### src/rtl/fir_interp_pkg.sv
// Shared constants, FSM state type and output saturation helper for the
// 32 kHz -> 48 kHz polyphase interpolator.
package fir_interp_pkg;
    localparam int NPHASE = 3;
    localparam int DECIM  = 2;
    localparam int NTAPS  = 16;
    localparam int DW     = 24;
    localparam int CW     = 24;
    localparam int AW     = 52;
    localparam int PW     = 2;
    localparam int RAW    = 6;

    typedef enum logic [1:0] {
        WAIT_IN = 2'd0,
        MAC     = 2'd1,
        OUT     = 2'd2
    } state_e;

    // Clamp a wide signed value into the 24-bit output range.
    function automatic logic signed [DW-1:0] sat24(input logic signed [AW-1:0] v);
        logic [AW-DW:0] top;
        top = v[AW-1:DW-1];
        if (top == '0 || top == '1) begin
            return v[DW-1:0];
        end else if (v[AW-1]) begin
            return {1'b1, {(DW-1){1'b0}}};
        end else begin
            return {1'b0, {(DW-1){1'b1}}};
        end
    endfunction
endpackage

### src/rtl/fir_mac24.sv
// Signed 24x24 multiply into a 52-bit accumulator, followed by round-half-up,
// arithmetic shift and saturation to 24 bits.
module fir_mac24
    import fir_interp_pkg::*;
#(
    parameter int OUT_SHIFT = 22
) (
    input  logic                 clk,
    input  logic                 rst_n,
    input  logic                 clr_i,
    input  logic                 en_i,
    input  logic signed [CW-1:0] coef_i,
    input  logic signed [DW-1:0] samp_i,
    output logic signed [DW-1:0] res_o
);
    localparam logic signed [AW-1:0] RND = AW'(1) << (OUT_SHIFT - 1);

    logic signed [CW+DW-1:0] prod_w;
    logic signed [AW-1:0]    prod_ext_w;
    logic signed [AW-1:0]    acc_q;
    logic signed [AW-1:0]    acc_d;
    logic signed [AW-1:0]    rnd_w;
    logic signed [AW-1:0]    shr_w;

    assign prod_w     = coef_i * samp_i;
    assign prod_ext_w = {{(AW-CW-DW){prod_w[CW+DW-1]}}, prod_w};

    always_comb begin
        acc_d = acc_q;
        if (clr_i) begin
            acc_d = '0;
        end else if (en_i) begin
            acc_d = acc_q + prod_ext_w;
        end
    end

    always_ff @(posedge clk or negedge rst_n) begin
        if (!rst_n) begin
            acc_q <= '0;
        end else begin
            acc_q <= acc_d;
        end
    end

    // The accumulator only changes in MAC, so the result is stable throughout OUT.
    assign rnd_w = acc_q + RND;
    assign shr_w = rnd_w >>> OUT_SHIFT;
    assign res_o = sat24(shr_w);
endmodule

### src/rtl/fir_interp_32_48.sv
// L=3/M=2 polyphase interpolator: sample history, phase sequencing, coefficient
// ROM addressing and the one-MAC-per-clock control FSM.
module fir_interp_32_48
    import fir_interp_pkg::*;
#(
    parameter int NTAPS     = 16,
    parameter int OUT_SHIFT = 22
) (
    input  logic                 clk,
    input  logic                 rst_n,
    input  logic                 in_valid,
    output logic                 in_ready,
    input  logic signed [DW-1:0] in_data,
    output logic                 out_valid,
    input  logic                 out_ready,
    output logic signed [DW-1:0] out_data,
    output logic [RAW-1:0]       rom_addr,
    input  logic signed [CW-1:0] rom_data
);
    localparam int TW   = $clog2(NTAPS);
    localparam int CNTW = TW + 1;

    state_e               state_q;
    logic [PW-1:0]        ph_q;
    logic [PW-1:0]        ph_d;
    logic                 need_q;
    logic                 need_d;
    logic [PW:0]          ph_sum_w;
    logic [CNTW-1:0]      cnt_q;
    logic [RAW-1:0]       rom_addr_q;
    logic [RAW-1:0]       base_q_w;
    logic [RAW-1:0]       base_d_w;
    logic                 in_ready_q;
    logic                 out_valid_q;
    logic signed [DW-1:0] hist_q [NTAPS];
    logic signed [DW-1:0] hist_d [NTAPS];
    logic signed [DW-1:0] samp_q;
    logic                 shift_w;
    logic                 mac_clr_w;
    logic                 mac_en_w;

    assign shift_w  = (state_q == WAIT_IN) && in_valid;
    assign ph_sum_w = {1'b0, ph_q} + (PW+1)'(DECIM);
    assign need_d   = (ph_sum_w >= (PW+1)'(NPHASE));
    assign ph_d     = need_d ? PW'(ph_sum_w - (PW+1)'(NPHASE)) : ph_sum_w[PW-1:0];
    assign base_q_w = RAW'(ph_q) * RAW'(NTAPS);
    assign base_d_w = RAW'(ph_d) * RAW'(NTAPS);

    genvar gi;
    generate
        for (gi = 0; gi < NTAPS; gi++) begin : g_hist
            if (gi == 0) begin : g_head
                assign hist_d[gi] = in_data;
            end else begin : g_tail
                assign hist_d[gi] = hist_q[gi-1];
            end
        end
    endgenerate

    always_ff @(posedge clk or negedge rst_n) begin
        if (!rst_n) begin
            for (int i = 0; i < NTAPS; i++) begin
                hist_q[i] <= '0;
            end
        end else if (shift_w) begin
            for (int i = 0; i < NTAPS; i++) begin
                hist_q[i] <= hist_d[i];
            end
        end
    end

    // The sample is registered alongside the ROM read so both operands of tap t
    // arrive together one cycle after its address was issued.
    always_ff @(posedge clk or negedge rst_n) begin
        if (!rst_n) begin
            samp_q <= '0;
        end else if (state_q == MAC) begin
            samp_q <= hist_q[cnt_q[TW-1:0]];
        end
    end

    assign mac_clr_w = (state_q == MAC) && (cnt_q == '0);
    assign mac_en_w  = (state_q == MAC) && (cnt_q != '0);

    always_ff @(posedge clk or negedge rst_n) begin
        if (!rst_n) begin
            state_q     <= WAIT_IN;
            ph_q        <= '0;
            need_q      <= 1'b1;
            cnt_q       <= '0;
            rom_addr_q  <= '0;
            in_ready_q  <= 1'b1;
            out_valid_q <= 1'b0;
        end else begin
            case (state_q)
                WAIT_IN: begin
                    if (in_valid) begin
                        state_q    <= MAC;
                        need_q     <= 1'b0;
                        cnt_q      <= '0;
                        rom_addr_q <= base_q_w;
                        in_ready_q <= 1'b0;
                    end
                end
                MAC: begin
                    cnt_q <= cnt_q + 1'b1;
                    if (cnt_q < CNTW'(NTAPS - 1)) begin
                        rom_addr_q <= base_q_w + RAW'(cnt_q) + RAW'(1);
                    end
                    if (cnt_q == CNTW'(NTAPS)) begin
                        state_q     <= OUT;
                        out_valid_q <= 1'b1;
                    end
                end
                OUT: begin
                    if (out_ready) begin
                        ph_q        <= ph_d;
                        need_q      <= need_d;
                        out_valid_q <= 1'b0;
                        cnt_q       <= '0;
                        if (need_d) begin
                            state_q    <= WAIT_IN;
                            in_ready_q <= 1'b1;
                        end else begin
                            state_q    <= MAC;
                            rom_addr_q <= base_d_w;
                        end
                    end
                end
                default: begin
                    state_q     <= WAIT_IN;
                    in_ready_q  <= 1'b1;
                    out_valid_q <= 1'b0;
                end
            endcase
        end
    end

    fir_mac24 #(
        .OUT_SHIFT (OUT_SHIFT)
    ) u_mac (
        .clk    (clk),
        .rst_n  (rst_n),
        .clr_i  (mac_clr_w),
        .en_i   (mac_en_w),
        .coef_i (rom_data),
        .samp_i (samp_q),
        .res_o  (out_data)
    );

    assign in_ready  = in_ready_q;
    assign out_valid = out_valid_q;
    assign rom_addr  = rom_addr_q;
endmodule

### config.mk
export PLATFORM = sky130hd
export DESIGN_NAME = fir_interp_32_48
export DESIGN_NICKNAME = d
export VERILOG_FILES = /design/src/rtl/fir_interp_pkg.sv /design/src/rtl/fir_mac24.sv /design/src/rtl/fir_interp_32_48.sv
export SDC_FILE = /design/constraint.sdc
export NUM_CORES = 2
export LEC_CHECK = 0
export ABC_AREA = 0
export ABC_CLOCK_PERIOD_IN_PS = 10650
export CAP_MARGIN = 20
export CORE_UTILIZATION = 23
export CTS_CLUSTER_SIZE = 30
export DETAILED_ROUTE_END_ITERATION = 16
export PLACE_DENSITY = 0.4
export SLEW_MARGIN = 25
export SYNTH_ARGS = -nofsm -noshare
export SYNTH_HDL_FRONTEND = slang
export SYNTH_SLANG_ARGS = --single-unit
### constraint.sdc
create_clock -name clk -period 10.65 [get_ports clk]
set_clock_uncertainty 0.2 [all_clocks]
set_input_delay 1.065 -clock clk [delete_from_list [all_inputs] [get_ports clk]]
set_output_delay 1.065 -clock clk [all_outputs]
set_load 0.05 [all_outputs]
# Word level (Yosys, flattened, before mapping)
# Cells that the tools add are included.
# totals
register_bits,477
input_bits,52
output_inout_bits,32
wordCells,92
# classes
add_sub_neg,7
multipliers,1
n_lt_le_gt_ge,3
eq_ne,10
n_mux,28
bitwise,3
n_reduce_logical,16
# op_table
operator,n
52-bit 2-to-1 mux,2
24-bit binary-select mux with 4-bit select,1
24-bit 2-to-1 mux,4
"52-bit by 23-bit adder with 52-bit output, second input constant",1
52-bit by 48-bit adder with 52-bit output,1
24-bit by 24-bit multiplier with 48-bit output,1
"29-bit equality test, second input constant",1
29-bit zero test,1
6-bit 2-to-1 mux,4
6-bit case mux with 3 select lines,1
5-bit case mux with 3 select lines,1
5-bit 2-to-1 mux,2
3-bit AND reduction,3
2-bit 2-to-1 mux,4
"2-bit inequality test, second input constant",4
"6-bit by 1-bit adder with 6-bit output, second input constant",1
6-bit by 5-bit adder with 6-bit output,1
1-bit 2-to-1 mux,6
1-bit case mux with 3 select lines,2
2-bit case mux with 3 select lines,1
"5-bit by 1-bit adder with 5-bit output, second input constant",1
"5-bit equality test, second input constant",1
"5-bit >= comparator, second input constant",1
5-bit zero test,1
18 further kinds,22

# Depth between registers and ports, before layout
# logic_depth
word_depth,6
depth_mapped,26
ltp_nobuf,25

# By module
# A second synthesis with hierarchy kept.
# hier_totals
cells_unflattened,4096
area_unflattened_um2,45673.8
# by_module_without_submodules
module,instances,cells_each,area_per_inst_um2,seq_area_each_um2
fir_mac24,1,2922,26569.2,1301.2
fir_interp_32_48,1,1174,19104.6,10636.5

# Least setup slack after synthesis
# Ideal clock, no wire load.
# synth_path
kind,input-to-reg
start,in rom_data[23]
end,reg u_mac.acc_q[51]
setup_ps,122
t_arrival_ps,7454
required_time_ps,10328
path_slack_ps,2874
cell_stages,21
path_buffers,1
cell_sequence,clkbuf_1 -> nand2_1 -> inv_1 -> fa_1 -> fa_1 -> fa_1 -> fa_1 -> fa_1 -> fa_1 -> inv_1 -> fa_1 -> inv_1 -> ha_1 -> and3_1 -> nor2b_1 -> nand3_1 -> and3_1 -> a22oi_1 -> nand3_1 -> a21o_1 -> a32o_1
# synth_between
elab_chain_cells,4
# synth_rtl
element,line,text
"start, declared",fir_interp_32_48.sv:18,input logic signed [CW-1:0] rom_data
24-bit by 24-bit multiplier with 48-bit output,fir_mac24.sv:25,assign prod_w = coef_i * samp_i;
52-bit by 48-bit adder with 52-bit output,fir_mac24.sv:33,acc_d = acc_q + prod_ext_w;
52-bit 2-to-1 mux,fir_mac24.sv:32,end else if (en_i) begin
52-bit 2-to-1 mux,fir_mac24.sv:30,if (clr_i) begin
"end signal, assigned",fir_mac24.sv:39,acc_q <= '0;
"end signal, assigned",fir_mac24.sv:41,acc_q <= acc_d;
"end, declared",fir_mac24.sv:20,logic signed [AW-1:0] acc_q;
# Every way passes these cells. The select of a mux whose other input is x is not followed.
# A chain may end at the register's enable or synchronous reset.

# Worst setup path after layout
# layout_path
start,in rom_data[22]
end,reg u_mac.acc_q[46]
# Same word-level chain as after synthesis.

==> flow_summary.rst <==
.. list-table::
   :header-rows: 1

   * - Metric
     - Value
   * - Fmax achieved
     - between 100 and 150 MHz
   * - Critical path's top delay family
     - adder cells
   * - CP Max Fanout
     - 13
   * - CTS H-tree depth
     - 2
   * - Mean cell area of the mapped netlist
     - 11.35 um2
   * - Drt wl/cell
     - about 18 um
   * - Net count reported at finish
     - about 5k
   * - Number of detailed-route iterations in the first pass
     - 5
   * - Cell area after synthesis
     - 45,120 um2
   * - Primary flip-flop cell chosen by synthesis mapping
     - sky130_fd_sc_hd__dfrtp_1
   * - Final Cycle Share
     - around 80%
   * - Area share of the largest cell type after synthesis
     - around 30%
   * - DRC violations left
     - 0
   * - Violation count after the first detailed-route iteration
     - ~1.1k
   * - Worst-path cell chain
     - clkdlybuf4s50_1 -> nand2_1 -> fa_1 -> inv_1 -> fa_1 -> inv_1 -> fa_1 -> fa_1 -> inv_1 -> fa_1 -> fa_1 -> inv_1 -> fa_1 -> inv_1 -> ha_1 -> a21oi_1 -> o21ai_0 -> o21ai_0 -> a211oi_1 -> o21ai_1 -> o21ai_1 -> a21oi_1 -> and4_1 -> or3_1
   * - Total Die Area
     - just under 200,000 um2
   * - Number of vias in the routed layout
     - 27.67k
   * - Die Height
     - between 400 and 500 um
   * - Antenna violations before repair
     - 0
   * - Post-CTS setup buffers
     - 0
   * - I/O pin cnt
     - 84
   * - Hold Crit Class
     - flop to flop
   * - Total half-perimeter wirelength after legalization and detailed placement
     - 90,830 um
   * - Sequential cell area fraction in the yosys report
     - roughly a quarter
   * - Standard-cell rows
     - roughly 160
   * - Largest net degree at the start of global routing
     - between 150 and 200
   * - Count of buffer and inverter cells on the critical path
     - 6
   * - Number of storage elements in the synthesis netlist
     - approximately 480
   * - Area of the core region
     - between 150,000 and 200,000 um2
   * - Number of cells produced by synthesis
     - 3,975
   * - Synthesized net count
     - 4,881
   * - Final worst hold slack
     - 276.1 ps
   * - Buffers added on ports
     - 83
   * - Count of instances resized after the clock tree is built
     - 0
   * - Critical path's most frequent cell
     - sky130_fd_sc_hd__fa_1
   * - First-pass GRT wire length
     - 191,200 um
   * - Global route overflow
     - 0
   * - Final count of negative-setup-slack endpoints
     - 0
   * - Master cell of the clock root buffer
     - sky130_fd_sc_hd__clkbuf_16
   * - Clock transition at path regs
     - 70 ps
   * - Number of max-slew violations in the final report
     - 0
   * - Unrepaired setup endpoints after global routing
     - no
   * - Clock buffers created by TritonCTS
     - 50
   * - Worst-case clock buffer depth
     - 3
   * - Final min period
     - roughly 8600 ps
   * - Total of max-cap violations
     - 0
   * - TritonCTS clock tree
     - done
   * - Outcome
     - finished, final reports clean
   * - Commonest cells in the netlist
     - sky130_fd_sc_hd__inv_1, sky130_fd_sc_hd__fa_1, sky130_fd_sc_hd__dfrtp_1
   * - Maximum cell stage delay along the critical path
     - 930 ps
   * - Worst path required time
     - about 11,000 ps
   * - Top-count cell post-synth
     - sky130_fd_sc_hd__inv_1
   * - Sort of element at the start of the critical path
     - primary input
   * - Critical Path Slowest Stage Cell
     - sky130_fd_sc_hd__clkdlybuf4s50_1
   * - Warnings from Yosys
     - 0
   * - Type of the setup path with the least slack
     - primary input to flop
   * - Endpoint class of the critical path
     - flop
   * - Post-synth EDFFs
     - 0
   * - Library cells used by synthesis
     - 75
   * - Hold violation total from the final report
     - 0
   * - Die span in x
     - approximately 440 um
   * - Cell types occupying the most area after synthesis
     - sky130_fd_sc_hd__fa_1, sky130_fd_sc_hd__dfrtp_1, sky130_fd_sc_hd__mux2_2
   * - Gr usage total
     - roughly an eighth
   * - Async set or reset register ratio after synthesis
     - between 90% and 100%
   * - Initial core utilization
     - a little under a quarter
   * - Setup tns final
     - 0 ps
   * - Growth of design area from synthesis to finish
     - 12.31%
   * - Hold bufs inserted after CTS
     - 0
   * - Critical path arrival
     - just under 9000 ps
   * - Leading area contributor after synthesis
     - sky130_fd_sc_hd__fa_1
   * - Worst slew margin relative to its limit
     - between 20% and 30%
   * - Routed WL
     - 117,900 um
   * - Ratio of cells with drive above 1 in the final layout
     - ~18%
   * - Placer congestion estimate
     - ~0.82
   * - Via count of the first global-routing pass
     - 31.29k
   * - Count of nets left with antenna violations after detail routing
     - 0
   * - Clock tree sinks
     - about 480
   * - Average vias per placed instance
     - between 4 and 5
   * - Worst-skew pair later-pin latency
     - 640 ps
   * - Reg-to-reg slack, setup
     - 2480 ps
   * - Actual slew at the worst max-slew pin
     - 1098 ps
registers in the layout, indices dropped and copies added, names as in the netlist:
signal       flops
samp_q          24
rom_addr         6
hist_q          24
out_valid        1
in_ready         1
cnt_q            5
u_mac.acc_q     52
ph_q             2
state_q          2
hist_d         360
metrics by stage:
step	util, %	worst slack (ps)	cell area, um2	std cells
after floorplan	-	2874	45120	3975
after global placement	25.13	1310	49010	6542
after detailed placement	25.13	1426	49000	6542
after CTS	25.99	2085	50670	6634
after global routing	25.99	1666	50670	6634
final	25.99	2084	50670	6635
area by class of cell:
type	count	area, um2
Clock inverter	19	235.2
Multi-Input combinational cell	2558	29650
Inverter	733	2751
Antenna cell	1	2.502
Tap cell	2624	3283
Sequential cell	477	11950
Timing Repair Buffer	150	1366
Clock buffer	73	1438
Fill cell	20685	144300
cells in the final DEF, fill, tap and decap left out, drive strengths merged, types with 12 or more instances in the layout:
| cell | count |
|---|---|
| a21oi | 71 |
| nand2b | 14 |
| and2 | 233 |
| xor2 | 26 |
| o21bai | 13 |
| clkbuf | 73 |
| clkinv | 12 |
| mux2 | 410 |
| fa | 677 |
| o21ai | 70 |
| a21o | 24 |
| nor2 | 60 |
| inv | 735 |
| nand2 | 412 |
| and3 | 18 |
| buf | 74 |
| clkdlybuf4s50 | 76 |
| ha | 177 |
| dfrtp | 476 |
| xnor2 | 43 |
| nand3 | 33 |
| a22o | 38 |
| mux4 | 120 |
| nand4 | 14 |
kinds of logic (layout without fill, tap and decap cells):
kind of cell	after synthesis	after routing	share of synthesized area [%]
simple gates	822	822	8.824
fa+ha+maj	854	854	34.95
buf+inv	940	975	7.903
compound gates	281	281	4.265
flops	477	477	26.46
mux	532	532	16.27
other cells	0	1	0
xor+xnor	69	69	1.339
layer usage:
metal | GRT usage (%) | routed length [um] | up-vias
met5 | 0 | 0 | -
li1 | - | - | 12588
met1 | 17.11 | 55320 | 14730
met3 | 1.016 | 2995 | 67
met4 | 2.080 | 1602 | 0
met2 | 21.12 | 57940 | 285
worst register-to-register path, cell delays in order (launching register included):
cell	delay [ps]
sky130_fd_sc_hd__dfrtp_1	530
sky130_fd_sc_hd__buf_4	390
sky130_fd_sc_hd__and2_1	260
sky130_fd_sc_hd__fa_1	560
sky130_fd_sc_hd__fa_1	570
sky130_fd_sc_hd__inv_1	90
sky130_fd_sc_hd__fa_1	500
sky130_fd_sc_hd__fa_1	470
sky130_fd_sc_hd__inv_1	100
sky130_fd_sc_hd__fa_1	500
sky130_fd_sc_hd__fa_1	680
sky130_fd_sc_hd__inv_1	90
sky130_fd_sc_hd__fa_1	500
sky130_fd_sc_hd__inv_1	40
sky130_fd_sc_hd__ha_1	430
sky130_fd_sc_hd__a21oi_1	100
sky130_fd_sc_hd__o21ai_0	400
sky130_fd_sc_hd__o21ai_0	190
sky130_fd_sc_hd__a211oi_1	200
sky130_fd_sc_hd__o21ai_1	210
sky130_fd_sc_hd__o21ai_1	310
sky130_fd_sc_hd__a21oi_1	170
sky130_fd_sc_hd__and4_1	220
sky130_fd_sc_hd__or3_1	330
final timing paths:
kind                              startpoint         endpoint  depth (start not counted)
worst min-delay path                in_ready         in_ready                          2
max in group asynchronous              rst_n      hist_d[132]                          3
worst max-delay path            rom_data[22]  u_mac.acc_q[46]                         24
worst min register to register      in_ready         in_ready                          2
worst max register to register     samp_q[1]  u_mac.acc_q[46]                         23
min in group asynchronous              rst_n      hist_d[119]                          1
Power is not shown: default switching activity piles up to over one toggle a cycle in this logic, so the estimate is an artifact.
